===== config.mk =====
export PLATFORM = sky130hd
export DESIGN_NAME = pc_redirect_ctrl
export DESIGN_NICKNAME = d
export VERILOG_FILES = /design/src/rtl/pc_redirect_ctrl_pkg.sv /design/src/rtl/pc_redirect_ctrl_sat_counter.sv /design/src/rtl/pc_redirect_ctrl.sv
export SDC_FILE = /design/constraint.sdc
export NUM_CORES = 1
export LEC_CHECK = 0
export CAP_MARGIN = 30
export CORE_UTILIZATION = 46
export DETAILED_ROUTE_END_ITERATION = 10
export HOLD_SLACK_MARGIN = 0.12
export PLACE_DENSITY = 0.95
export SLEW_MARGIN = 5
export SYNTH_ARGS = -nofsm -noshare
export SYNTH_HDL_FRONTEND = slang
export SYNTH_SLANG_ARGS = --single-unit

===== constraint.sdc =====
create_clock -name clk_i -period 7 [get_ports clk_i]
set_input_delay 1.75 -clock clk_i [delete_from_list [all_inputs] [get_ports clk_i]]
set_output_delay 1.75 -clock clk_i [all_outputs]
set_load 0.02 [all_outputs]

===== src/rtl/pc_redirect_ctrl_pkg.sv =====
// rtl/pc_redirect_ctrl_pkg.sv - shared pipeline constants, redirect FSM state encoding
//
// Purpose: common definitions for the PC/IF-stage control path.
//   XLEN_DEFAULT         default PC/target bus width
//   PC_INC               sequential PC increment
//   LOAD_USE_HOLD_CYCLES hazard-unit hold length for a load-use stall
//   FLUSH_CNT_W          width of the post-redirect bubble counter
//   redirect_state_e     RUN / FLUSH / HALT / RESUME, 2-bit encoding
package pc_redirect_ctrl_pkg;

  localparam int unsigned XLEN_DEFAULT         = 32;
  localparam int unsigned PC_INC               = 4;
  localparam int unsigned LOAD_USE_HOLD_CYCLES = 1;
  localparam int unsigned FLUSH_CNT_W          = 2;

  typedef enum logic [1:0] {
    ST_RUN    = 2'b00,
    ST_FLUSH  = 2'b01,
    ST_HALT   = 2'b10,
    ST_RESUME = 2'b11
  } redirect_state_e;

endpackage


===== src/rtl/pc_redirect_ctrl_sat_counter.sv =====
// rtl/pc_redirect_ctrl_sat_counter.sv - saturating event counter
//
// Purpose: counts single-cycle events, sticks at all-ones.
// Ports:
//   clk_i    clock
//   rst_i    synchronous active-high reset, clears the count
//   inc_i    count this cycle
//   count_o  current count
module sat_counter #(
  parameter int unsigned WIDTH = 16
) (
  input  logic             clk_i,
  input  logic             rst_i,
  input  logic             inc_i,
  output logic [WIDTH-1:0] count_o
);

  logic [WIDTH-1:0] count_q;
  logic [WIDTH-1:0] count_d;

  always_comb begin
    count_d = count_q;
    if (inc_i && (count_q != {WIDTH{1'b1}})) begin
      count_d = count_q + WIDTH'(1);
    end
  end

  always_ff @(posedge clk_i) begin
    if (rst_i) begin
      count_q <= '0;
    end else begin
      count_q <= count_d;
    end
  end

  assign count_o = count_q;

endmodule


===== src/rtl/pc_redirect_ctrl.sv =====
// rtl/pc_redirect_ctrl.sv - PC redirect / flush / halt controller
//
// Purpose: arbitrates branch, JALR, load-use and system-halt events into
// PC-register and IF/ID-register control, parks the core on ECALL/EBREAK
// and restarts it at EPC+4 on a resume pulse.
// Ports:
//   clk_i, rst_i        clock, synchronous active-high reset
//   load_use_i          hazard unit one-cycle hold request
//   branch_taken_i      ID branch taken, target in branch_target_i
//   jalr_req_i          ID JALR, raw target in jalr_target_i
//   sys_halt_i          system instruction retiring, its PC in sys_pc_i
//   resume_i            one-cycle release pulse
//   pc_stall_o          PC load disable
//   if_flush_o          zero IF/ID
//   redirect_valid_o    PC loads redirect_pc_o this cycle
//   redirect_pc_o       redirect address
//   halted_o            parked in HALT
//   redirect_cnt_o      saturating count of redirects
module pc_redirect_ctrl
  import pc_redirect_ctrl_pkg::*;
#(
  parameter int unsigned XLEN         = XLEN_DEFAULT,
  parameter int unsigned FLUSH_CYCLES = 1
) (
  input  logic            clk_i,
  input  logic            rst_i,
  input  logic            load_use_i,
  input  logic            branch_taken_i,
  input  logic [XLEN-1:0] branch_target_i,
  input  logic            jalr_req_i,
  input  logic [XLEN-1:0] jalr_target_i,
  input  logic            sys_halt_i,
  input  logic [XLEN-1:0] sys_pc_i,
  input  logic            resume_i,
  output logic            pc_stall_o,
  output logic            if_flush_o,
  output logic            redirect_valid_o,
  output logic [XLEN-1:0] redirect_pc_o,
  output logic            halted_o,
  output logic [15:0]     redirect_cnt_o
);

  // The redirect cycle itself is the first bubble, so the counter only
  // covers the remaining FLUSH_CYCLES-1 cycles spent in FLUSH.
  localparam logic [FLUSH_CNT_W-1:0] FLUSH_LOAD = FLUSH_CNT_W'(FLUSH_CYCLES - 1);
  localparam logic                   USE_FLUSH  = (FLUSH_CYCLES > 1);

  redirect_state_e        state_q, state_d;
  logic [XLEN-1:0]        epc_q;
  logic [FLUSH_CNT_W-1:0] flush_cnt_q, flush_cnt_d;
  logic                   epc_load;
  logic [15:0]            redirect_cnt;

  always_comb begin
    state_d          = state_q;
    flush_cnt_d      = flush_cnt_q;
    epc_load         = 1'b0;
    pc_stall_o       = 1'b0;
    if_flush_o       = 1'b0;
    redirect_valid_o = 1'b0;
    redirect_pc_o    = '0;
    halted_o         = 1'b0;

    case (state_q)
      ST_RUN: begin
        if (sys_halt_i) begin
          epc_load   = 1'b1;
          pc_stall_o = 1'b1;
          if_flush_o = 1'b1;
          state_d    = ST_HALT;
        end else if (jalr_req_i || branch_taken_i) begin
          redirect_valid_o = 1'b1;
          if_flush_o       = 1'b1;
          redirect_pc_o    = jalr_req_i ? {jalr_target_i[XLEN-1:1], 1'b0}
                                        : branch_target_i;
          flush_cnt_d      = FLUSH_LOAD;
          state_d          = USE_FLUSH ? ST_FLUSH : ST_RUN;
        end else if (load_use_i) begin
          pc_stall_o = 1'b1;
        end
      end
      ST_FLUSH: begin
        if_flush_o = 1'b1;
        if (sys_halt_i) begin
          epc_load   = 1'b1;
          pc_stall_o = 1'b1;
          state_d    = ST_HALT;
        end else begin
          flush_cnt_d = (flush_cnt_q == '0) ? '0 : flush_cnt_q - FLUSH_CNT_W'(1);
          // Leave on the cycle that consumes the last bubble.
          if (flush_cnt_q <= FLUSH_CNT_W'(1)) begin
            state_d = ST_RUN;
          end
        end
      end
      ST_HALT: begin
        pc_stall_o = 1'b1;
        if_flush_o = 1'b1;
        halted_o   = 1'b1;
        if (resume_i) begin
          state_d = ST_RESUME;
        end
      end
      ST_RESUME: begin
        redirect_valid_o = 1'b1;
        if_flush_o       = 1'b1;
        redirect_pc_o    = epc_q + XLEN'(PC_INC);
        state_d          = ST_RUN;
      end
      default: begin
        state_d = ST_RUN;
      end
    endcase

    // Reset dominates: nothing leaks out while it is held.
    if (rst_i) begin
      epc_load         = 1'b0;
      pc_stall_o       = 1'b0;
      if_flush_o       = 1'b0;
      redirect_valid_o = 1'b0;
      redirect_pc_o    = '0;
      halted_o         = 1'b0;
    end
  end

  always_ff @(posedge clk_i) begin
    if (rst_i) begin
      state_q     <= ST_RUN;
      epc_q       <= '0;
      flush_cnt_q <= '0;
    end else begin
      state_q     <= state_d;
      flush_cnt_q <= flush_cnt_d;
      if (epc_load) begin
        epc_q <= sys_pc_i;
      end
    end
  end

  sat_counter #(
    .WIDTH (16)
  ) u_redirect_cnt (
    .clk_i   (clk_i),
    .rst_i   (rst_i),
    .inc_i   (redirect_valid_o),
    .count_o (redirect_cnt)
  );

  assign redirect_cnt_o = rst_i ? 16'h0000 : redirect_cnt;

endmodule


# --- Word level (Yosys, flattened, before mapping) ---
# Index checks and enable logic that the tools add are counted.
word_totals:
  ff_bits: 52
  input_bits: 103
classes:
  addsub: 3
  n_lt_le_gt_ge: 1
  eq_ne: 10
  muxes: 33
  n_reduce_logical: 9
ops:
  columns: ["operator", "count"]
  rows:
  - ["two-way mux 32 bit", 4]
  - ["case mux 32 bit (2 select lines)", 1]
  - ["adder 32 x 3 -> 32 bit, second input constant", 1]
  - ["adder 16 x 1 -> 16 bit, second input constant", 1]
  - ["two-way mux 16 bit", 1]
  - ["two-way mux 2 bit", 8]
  - ["inequality test 16 bit, second input constant", 1]
  - ["two-way mux 1 bit", 14]
  - ["inequality test 2 bit, second input constant", 4]
  - ["case mux 2 bit (4 select lines)", 1]
  - ["inequality test 3 bit, second input constant", 2]
  - ["== test 2 bit, second input constant", 2]
  - ["logical NOT 2 bit", 2]
  - ["case mux 1 bit (2 select lines)", 2]
  - ["case mux 2 bit (2 select lines)", 1]
  - ["AND reduction 4 bit", 1]
  - ["case mux 1 bit (3 select lines)", 1]
  - ["AND reduction 3 bit", 1]
  - ["OR reduction 3 bit", 1]
  - ["== test 2 x 1 -> 1 bit, second input constant", 1]
  - ["<= comparator 2 x 1 -> 1 bit, second input constant", 1]
  - ["nonzero test 2 bit", 1]
  - ["OR reduction 2 bit", 1]
  - ["subtractor 2 x 1 -> 2 bit, second input constant", 1]
  - ["other kinds (2)", 2]

# --- Depth between registers and ports, before layout ---
# Gate-level depths: netlist of run 1.
depth:
  word_depth: 6
  depth_mapped: 7
  depth_no_buf: 7

# --- Modules after synthesis ---
# Synthesis of run 1 repeated with hierarchy kept, for this count alone.
unflattened:
  hier_cells: 512
  hier_area_um2: 3818.7
by_module_without_submodules:
  columns: ["mod", "n_inst", "cells_per_inst", "area_per_inst_um2", "seq_area_each_um2"]
  rows:
  - ["pc_redirect_ctrl", 1, 413, 2970.3, 720.7]
  - ["sat_counter", 1, 99, 848.3, 320.3]

# --- Worst setup path after synthesis of run 1 ---
# Ideal clock, no wire load.
synth_timing:
  path_type: "input -> output"
  from: "input jalr_req_i"
  to: "output redirect_pc_o[13]"
  arrival_time_ns: 3.079
  required_ns: 5.250
  path_slack_ns: 2.171
  stages: 5
  n_path_buf: 3
  cell_sequence: "buf_2 -> buf_2 -> buf_1 -> mux2i_1 -> o22ai_1"
synth_between:
  elab_chain_len: 5
  elab_cells_between_ends: 6
synth_rtl:
  columns: ["element", "line_no", "text"]
  rows:
  - ["from (decl)", "pc_redirect_ctrl.sv:30", "input logic jalr_req_i,"]
  - ["two-way mux 32 bit or logical OR 1 bit (tied branches)", "pc_redirect_ctrl.sv:74, pc_redirect_ctrl.sv:71", null]
  - ["two-way mux 32 bit *", "pc_redirect_ctrl.sv:71", "end else if (jalr_req_i || branch_taken_i) begin"]
  - ["two-way mux 32 bit *", "pc_redirect_ctrl.sv:66", "if (sys_halt_i) begin"]
  - ["case mux 32 bit (2 select lines) *", "pc_redirect_ctrl.sv:64", "case (state_q)"]
  - ["two-way mux 32 bit *", "pc_redirect_ctrl.sv:116", "if (rst_i) begin"]
  - ["to (decl)", "pc_redirect_ctrl.sv:38", "output logic [XLEN-1:0] redirect_pc_o,"]
# Mark *: on every way between the ends. The rest lies on a longest branch, timed or not.

# --- Worst setup path in the final report of run 1 ---
layout_timing:
  from: "input sys_halt_i"
  to: "output redirect_pc_o[31]"
layout_between:
  elab_chain_len: 3
layout_rtl:
  columns: ["element", "line_no", "text"]
  rows:
  - ["from (decl)", "pc_redirect_ctrl.sv:32", "input logic sys_halt_i,"]
  - ["two-way mux 32 bit", "pc_redirect_ctrl.sv:66", null]
  - ["case mux 32 bit (2 select lines)", "pc_redirect_ctrl.sv:64", null]
  - ["two-way mux 32 bit", "pc_redirect_ctrl.sv:116", null]
# No other way between the ends.

==> results of run 1 <==
kinds of logic (layout without fill, tap and decap cells):
group	after synthesis	count (layout)	synth area share, %
buf+inv	42	182	4.637
compound gates	78	78	13.74
mux	42	42	12.59
simple gates	203	203	28.15
fa+ha+maj	9	9	3.211
flops	52	52	29.68
xor+xnor	32	32	7.991
per-stage QoR:
stage / setup slack (ns) / area [um^2]
detailed placement: 0.9791 / 5097
finish: 0.9379 / 5205
floorplan: 2.171 / 3507
CTS: 0.9794 / 5205
global placement: 1.010 / 5097
global route: 0.7645 / 5205
layout by cell type, fill, tap and decap left out, types with 3 or more instances in the layout:
master           instances
xor2_1                  18
a22oi_1                  8
and3_1                   5
nand4_1                 18
clkbuf_8                 5
ha_1                     9
a21oi_1                 35
xnor2_1                 14
nand3_1                 12
inv_1                   15
and2_1                   3
dfxtp_1                 52
nor2b_1                 14
mux2_2                  17
nor3_1                   7
or2_2                    3
nand2_1                 83
buf_4                    6
nor4_1                   3
mux2i_1                 25
clkdlybuf4s50_1        151
nor2_1                  41
o22ai_1                 21
state kept, by name, summed over array words and instances, names as in the netlist:
name / cells
epc_q: 32
flush_cnt_q: 2
state_q: 2
u_redirect_cnt.count_o: 16
power breakdown:
group | internal (uW) | switching, uW | leakage, uW
sequential | 310 | 18.3 | 0.000424
combinational | 105 | 90.1 | 0.00143
clock | 106 | 94.9 | 0.0000552
worst max path at each step:
stage                         from                end
floorplan               jalr_req_i  redirect_pc_o[13]
global placement    branch_taken_i  redirect_pc_o[31]
detailed placement      sys_halt_i  redirect_pc_o[31]
CTS                     sys_halt_i  redirect_pc_o[31]
global route            sys_halt_i  redirect_pc_o[31]
finish                  sys_halt_i  redirect_pc_o[31]
layout make-up:
| cell class | count | area [um^2] |
|---|---|---|
| fillers | 585 | 2087 |
| inverters | 15 | 56.30 |
| clock inverters | 2 | 35.03 |
| clock buffers | 6 | 72.57 |
| repair buffers | 159 | 1567 |
| multi-input cells | 364 | 2310 |
| well taps | 99 | 123.9 |
| flip-flops and latches | 52 | 1041 |
metal layers:
layer | GRT usage, % | share of wire [%] | up-vias | wire length, um
li1 | - | - | 1877 | -
met1 | 28.64 | 38 | 1746 | 4065
met2 | 47.74 | 51 | 145 | 5474
met3 | 4.617 | 7.9 | 25 | 838
met4 | 11.11 | 2.6 | 0 | 274
met5 | 0 | 0 | - | 0
tightest hold or removal path, stage by stage, from the launching register on:
cell     delay (ns)
dfxtp_1        0.32
nand2_1        0.05
a21oi_1        0.05
==> flow_metrics.env, run 1 <==
export IMPL_cp_depth=8
export IMPL_avgViaCountPerCell=5.442
export IMPL_async_reset_ff_share_pct=0
export IMPL_whs_ns=0.4640
export IMPL_cts_buffer_depth=2
export IMPL_crit_path_max_incr_delay_ns=0.61
export IMPL_endpoint_kind="primary output"
export IMPL_synth_common_cells="83 x nand2_1, 52 x dfxtp_1, 42 x nor2_1"
export IMPL_dp_hpwl_um=8191
export IMPL_synth_edff_count=0
export IMPL_synth_area_um2=3507
export IMPL_ys_flop_type="dfxtp_1"
export IMPL_crit_buf_inv=4
export IMPL_fin_cells=697
export IMPL_ys_types=45
export IMPL_vias=3793
export IMPL_yosys_area_top_type="dfxtp_1"
export IMPL_p_total_uw=724.8
export IMPL_crit_type="in -> out"
export IMPL_cts_buffers=5
export IMPL_cts_tree="done"
export IMPL_relSlewSlack_pct=48.45
export IMPL_r2r_slack_ns=4.56
export IMPL_crit_chain="clkdlybuf4s50_1 > inv_1 > and3_1 > buf_4 > nand2_1 > o22a_1 > nand3_1 > clkdlybuf4s50_1"
export IMPL_ant_nets=0
export IMPL_r2r_start="state_q[0]"
export IMPL_rsz0062_at_grt="no"
export IMPL_setup_viol=0
export IMPL_syn_nets=570
export IMPL_fin_nets=709
export IMPL_path_clk_slew_ns=0.08
export IMPL_syn_inst=458
export IMPL_worstHoldStart="epc_q[0]"
export IMPL_period_needed_ns=6.062
export IMPL_dp_cells=689
export IMPL_antenna_found_initial=0
export IMPL_slowest_stage="clkdlybuf4s50_1"
export IMPL_status="finished clean"
export IMPL_crit_fanout=22
export IMPL_drt_iter0_drc=154
export IMPL_final_core_util_pct=71.38
export IMPL_cts_num_sinks=52
export IMPL_grt_pass1_wl_um=15970
export IMPL_post_cts_buffers=0
export IMPL_cp_start_kind="input port"
export IMPL_synth_most_common_cell="nand2_1"
export IMPL_wl_per_cell_um=15.28
export IMPL_fp_dieArea_um2=7977
export IMPL_arrival_ns=4.31
export IMPL_setup_tns_ns=0
export IMPL_clock_fmax_ghz=0.1650
export IMPL_ys_ff_latch=52
export IMPL_drcViolationCount=0
export IMPL_std_cell_rows=31
export IMPL_synthTopCellsByArea="dfxtp_1 30%, nand2_1 8.9%, mux2i_1 7.1%, mux2_2 5.5%, a21oi_1 5.0%"
export IMPL_n_antenna_cell=0
export IMPL_crit_top_cell="clkdlybuf4s50_1"
export IMPL_track_usage_pct=25.71
export IMPL_clkLatencyLatePin_ns=0.30
export IMPL_synth_avg_cell_area_um2=7.657
export IMPL_initial_core_util_pct=48.10
export IMPL_cp_required_ns=5.25
export IMPL_synth_top_area_share_pct=29.68
export IMPL_root_buffer="clkbuf_8"
export IMPL_die_w_um=89.32
export IMPL_fp_coreArea_um2=7292
export IMPL_yosysSeqAreaShare_pct=29.68
export IMPL_reg2reg_to="u_redirect_cnt.count_o[3]"
export IMPL_hold_depth=2
export IMPL_grt_pass1_vias=3623
export IMPL_tightest_slew_ns=0.7714
export IMPL_holdPathEnd="epc_q[0]"
export IMPL_ir_drop_mv=0.09135
export IMPL_maxCapViolations=0
export IMPL_grt_ovfl_total=0
export IMPL_drt_total_wl_um=10650
export IMPL_cts_resized_gates=0
export IMPL_cp_top_family="buffers and inverters"
export IMPL_cts_htree_levels=2
export IMPL_power_leakage_uw=0.001910
export IMPL_gp_congestion=0.8552
export IMPL_grt_max_degree=69
export IMPL_rr_worst_depth=6
export IMPL_ctsHoldBuffers=0
export IMPL_drv_slew=0
export IMPL_ios=155
export IMPL_yosysWarnings=0
export IMPL_layout_drive_gt1_share_pct=7.191
export IMPL_area_growth_pct=48.41
export IMPL_min_path_type="reg -> reg"
export IMPL_skew_ns=0.005898
export IMPL_firstDrtPassIters=5
export IMPL_hold_viol_final=0
export IMPL_place_port_buffers=153
export IMPL_min_period_over_period_pct=86.60
export IMPL_die_h_um=89.32
export IMPL_powerDensity_nw_per_um2=139.2
(Power assumes the default switching activity.)
==> run 2: changes to the inputs <==
--- a/config.mk
+++ b/config.mk
@@ -8,7 +8,7 @@
 export CAP_MARGIN = 30
 export CORE_UTILIZATION = 46
 export DETAILED_ROUTE_END_ITERATION = 10
-export HOLD_SLACK_MARGIN = 0.12
+export HOLD_SLACK_MARGIN = 0.02
 export PLACE_DENSITY = 0.95
 export SLEW_MARGIN = 5
 export SYNTH_ARGS = -nofsm -noshare
==> results of run 2 <==
Same layout as run 1: the final DEF is identical, and so are final timing and power.
==> run 3: changes to the inputs <==
--- a/config.mk
+++ b/config.mk
@@ -5,12 +5,15 @@
 export SDC_FILE = /design/constraint.sdc
 export NUM_CORES = 1
 export LEC_CHECK = 0
+export ABC_CLOCK_PERIOD_IN_PS = 7000
 export CAP_MARGIN = 30
-export CORE_UTILIZATION = 46
+export CORE_UTILIZATION = 48
+export CTS_CLUSTER_SIZE = 16
 export DETAILED_ROUTE_END_ITERATION = 10
 export HOLD_SLACK_MARGIN = 0.02
 export PLACE_DENSITY = 0.95
 export SLEW_MARGIN = 5
 export SYNTH_ARGS = -nofsm -noshare
 export SYNTH_HDL_FRONTEND = slang
+export SYNTH_HIERARCHICAL = 1
 export SYNTH_SLANG_ARGS = --single-unit
==> run 3 against run 2 <==
Effect of this change: sequential share of layout area is 1.0 points lower; die area is 4.3% higher; non-clock buffer count is 1 higher; core utilization is 0.43 points lower; first-iteration DRC count is 74% higher; sequential cell count stayed put; final cell count is 7.0% higher; via count is 18% higher; register-to-register slack worse by 0.58 ns.
==> flow_metrics.env, run 3 <==
export IMPL_grt_ovfl_total=0
export IMPL_maxCapViolations=0
export IMPL_top_register="epc_q"
export IMPL_slowest_stage="clkdlybuf4s50_1"
export IMPL_stdcell_area_um2=5483
export IMPL_ctsHoldBuffers=0
export IMPL_min_path_type="reg -> reg"
export IMPL_drv_slew=0
export IMPL_cts_buffers=5
export IMPL_n_antenna_cell=0
export IMPL_cts_tree="done"
export IMPL_ir_drop_mv=0.1050
export IMPL_grt_met1_usage_pct=33.83
export IMPL_crit_chain="clkdlybuf4s50_1 > nor3b_2 > buf_4 > nand2b_1 > o211ai_1 > clkdlybuf4s50_1"
export IMPL_startpoint="sys_halt_i"
export IMPL_status="finished clean"
export IMPL_tightest_slew_ns=0.8038
export IMPL_crit_fanout=21
export IMPL_layout_drive_gt1_share_pct=6.677
export IMPL_endpoint_kind="primary output"
export IMPL_die_w_um=91.20
export IMPL_yosysWarnings=6
export IMPL_power_leakage_uw=0.001867
export IMPL_grt_pass1_wl_um=20140
export IMPL_synth_edff_count=0
export IMPL_root_buffer="clkbuf_8"
export IMPL_crit_buf_inv=3
export IMPL_syn_inst=512
export IMPL_wl_per_cell_um=16.49
export IMPL_grt_busiest_layer="met2"
export IMPL_gp_congestion=0.9396
export IMPL_cts_num_sinks=52
export IMPL_crit_path_max_incr_delay_ns=0.66
export IMPL_ys_ff_latch=52
export IMPL_path_clk_slew_ns=0.08
export IMPL_ios=155
export IMPL_cts_buffer_depth=2
export IMPL_vias=4468
export IMPL_synth_area_um2=3819
export IMPL_final_core_util_pct=70.95
export IMPL_final_cell_mix="151 x clkdlybuf4s50_1, 89 x nand2_1, 52 x dfxtp_1"
export IMPL_dp_hpwl_um=9140
export IMPL_ant_nets=0
export IMPL_yosysSeqAreaShare_pct=27.26
export IMPL_ys_flop_type="dfxtp_1"
export IMPL_min_period_over_period_pct=85.90
export IMPL_powerDensity_nw_per_um2=127.1
export IMPL_fin_nets=755
export IMPL_place_port_buffers=153
export IMPL_cts_htree_levels=2
export IMPL_arrival_ns=4.26
export IMPL_post_cts_buffers=0
export IMPL_ys_types=54
export IMPL_grt_pass1_vias=4356
export IMPL_cts_resized_gates=0
export IMPL_synth_avg_cell_area_um2=7.458
export IMPL_firstDrtPassIters=5
export IMPL_fp_dieArea_um2=8317
export IMPL_relSlewSlack_pct=46.41
export IMPL_met2_usage_pct=54.42
export IMPL_async_reset_ff_share_pct=0
export IMPL_synth_top_area_share_pct=27.26
export IMPL_setup_tns_ns=0
export IMPL_std_cell_rows=32
export IMPL_setup_viol=0
export IMPL_clock_fmax_ghz=0.1663
export IMPL_crit_type="in -> out"
export IMPL_use_met3_pct=5.863
export IMPL_period_needed_ns=6.013
export IMPL_synth_common_cells="89 x nand2_1, 52 x dfxtp_1, 51 x a21oi_1"
export IMPL_skew_ns=0.01215
export IMPL_synth_most_common_cell="nand2_1"
export IMPL_crit_top_cell="clkdlybuf4s50_1"
export IMPL_cp_start_kind="input port"
export IMPL_r2r_start="state_q[0]"
export IMPL_yosys_area_top_type="dfxtp_1"
export IMPL_clkLatencyLatePin_ns=0.31
export IMPL_area_growth_pct=43.58
export IMPL_antenna_found_initial=1
export IMPL_avgViaCountPerCell=5.989
export IMPL_initial_core_util_pct=49.42
export IMPL_drcViolationCount=0
export IMPL_place_area_um2=5389
export IMPL_syn_nets=624
export IMPL_drt_total_wl_um=12300
export IMPL_synthTopCellsByArea="dfxtp_1 27%, nand2_1 8.7%, a21oi_1 6.7%, mux2i_1 6.0%, o211ai_1 3.7%"
export IMPL_hold_viol_final=0
export IMPL_mostFrequentLayoutCell="clkdlybuf4s50_1"
export IMPL_cp_required_ns=5.25
export IMPL_die_h_um=91.20
export IMPL_track_usage_pct=29.47
export IMPL_cp_top_family="buffers and inverters"
export IMPL_drt_iter0_drc=268
export IMPL_fp_coreArea_um2=7727
export IMPL_grt_max_degree=63
export IMPL_largest_reg_flops=32
export IMPL_worstHoldStart="flush_cnt_q[1]"
export IMPL_rsz0062_at_grt="no"
## run 3: changes by cell type in the layout (fill, tap and decap cells not counted), moves of 7 or more
| cell | delta |
|---|---|
| xnor2_1 | -7 |
| nor2_1 | -10 |
| or4_1 | +11 |
| xor2_1 | -14 |
| a21oi_1 | +16 |
| o22ai_1 | -15 |
| o211ai_1 | +19 |
| o21ai_0 | +9 |
| nor2b_1 | +7 |
| o311ai_0 | +8 |
## run 3: layout make-up
type                    instances  area [um^2]
clock buffers                   7        86.33
clock inverters                 1        7.507
fillers                       585         2245
inverters                       9        33.78
multi-input cells             415         2613
flip-flops and latches         52         1041
well taps                     102        127.6
repair buffers                160         1574
## run 3: kinds of logic (layout without fill, tap and decap cells)
group | count (synthesis) | in the layout | share of synthesized area [%]
XOR/XNOR | 11 | 11 | 2.523
buffers and inverters | 45 | 177 | 4.620
adder cells (fa/ha/maj) | 9 | 9 | 2.949
flip-flops | 52 | 52 | 27.26
AO/OA/AOI/OAI | 120 | 120 | 19.82
AND/OR/NAND/NOR | 241 | 241 | 33.55
multiplexers | 34 | 34 | 9.273
## run 3: worst reg2reg max path, stage by stage, from the launching register on
cell and delay, ns:
dfxtp_1 0.43, inv_1 0.14, ha_1 0.37, or2_2 0.43, nor2_1 0.43, nand2_1 0.38
nor4bb_1 0.38, mux2_2 0.36
## run 3: through the flow
stage	std cells	total power, uW	hold WS (ns)	setup WS, ns
after floorplan	512	423.5	0.4272	2.002
after global placement	738	516.5	0.4362	1.067
after detailed placement	738	522.8	0.4597	1.023
after CTS	746	698.7	0.4750	1.011
final	746	697.0	0.4741	0.9873
after global routing	746	732.4	0.5116	0.7845
## run 3: path summary, 6_finish.rpt
check,end,slack (ns),cells after the start
setup reg to reg,u_redirect_cnt/count_o[11],3.98,7
setup / recovery,redirect_pc_o[30],0.99,6
hold / removal,flush_cnt_q[1],0.47,2
hold reg to reg,flush_cnt_q[1],0.47,2
## run 3: where the power goes
part           switching (uW)  total [uW]  internal (uW)
clock                    97.9         178           80.6
sequential               21.9         332            310
combinational            85.9         186            101
## run 3: routing by layer
layer | part of all wire (%) | vias to the layer above | routed length (um)
met5 | 0.11 | - | 13
met4 | 1.9 | 2 | 229
met3 | 8.8 | 25 | 1084
met2 | 50 | 253 | 6137
met1 | 39 | 2048 | 4839
li1 | - | 2140 | -
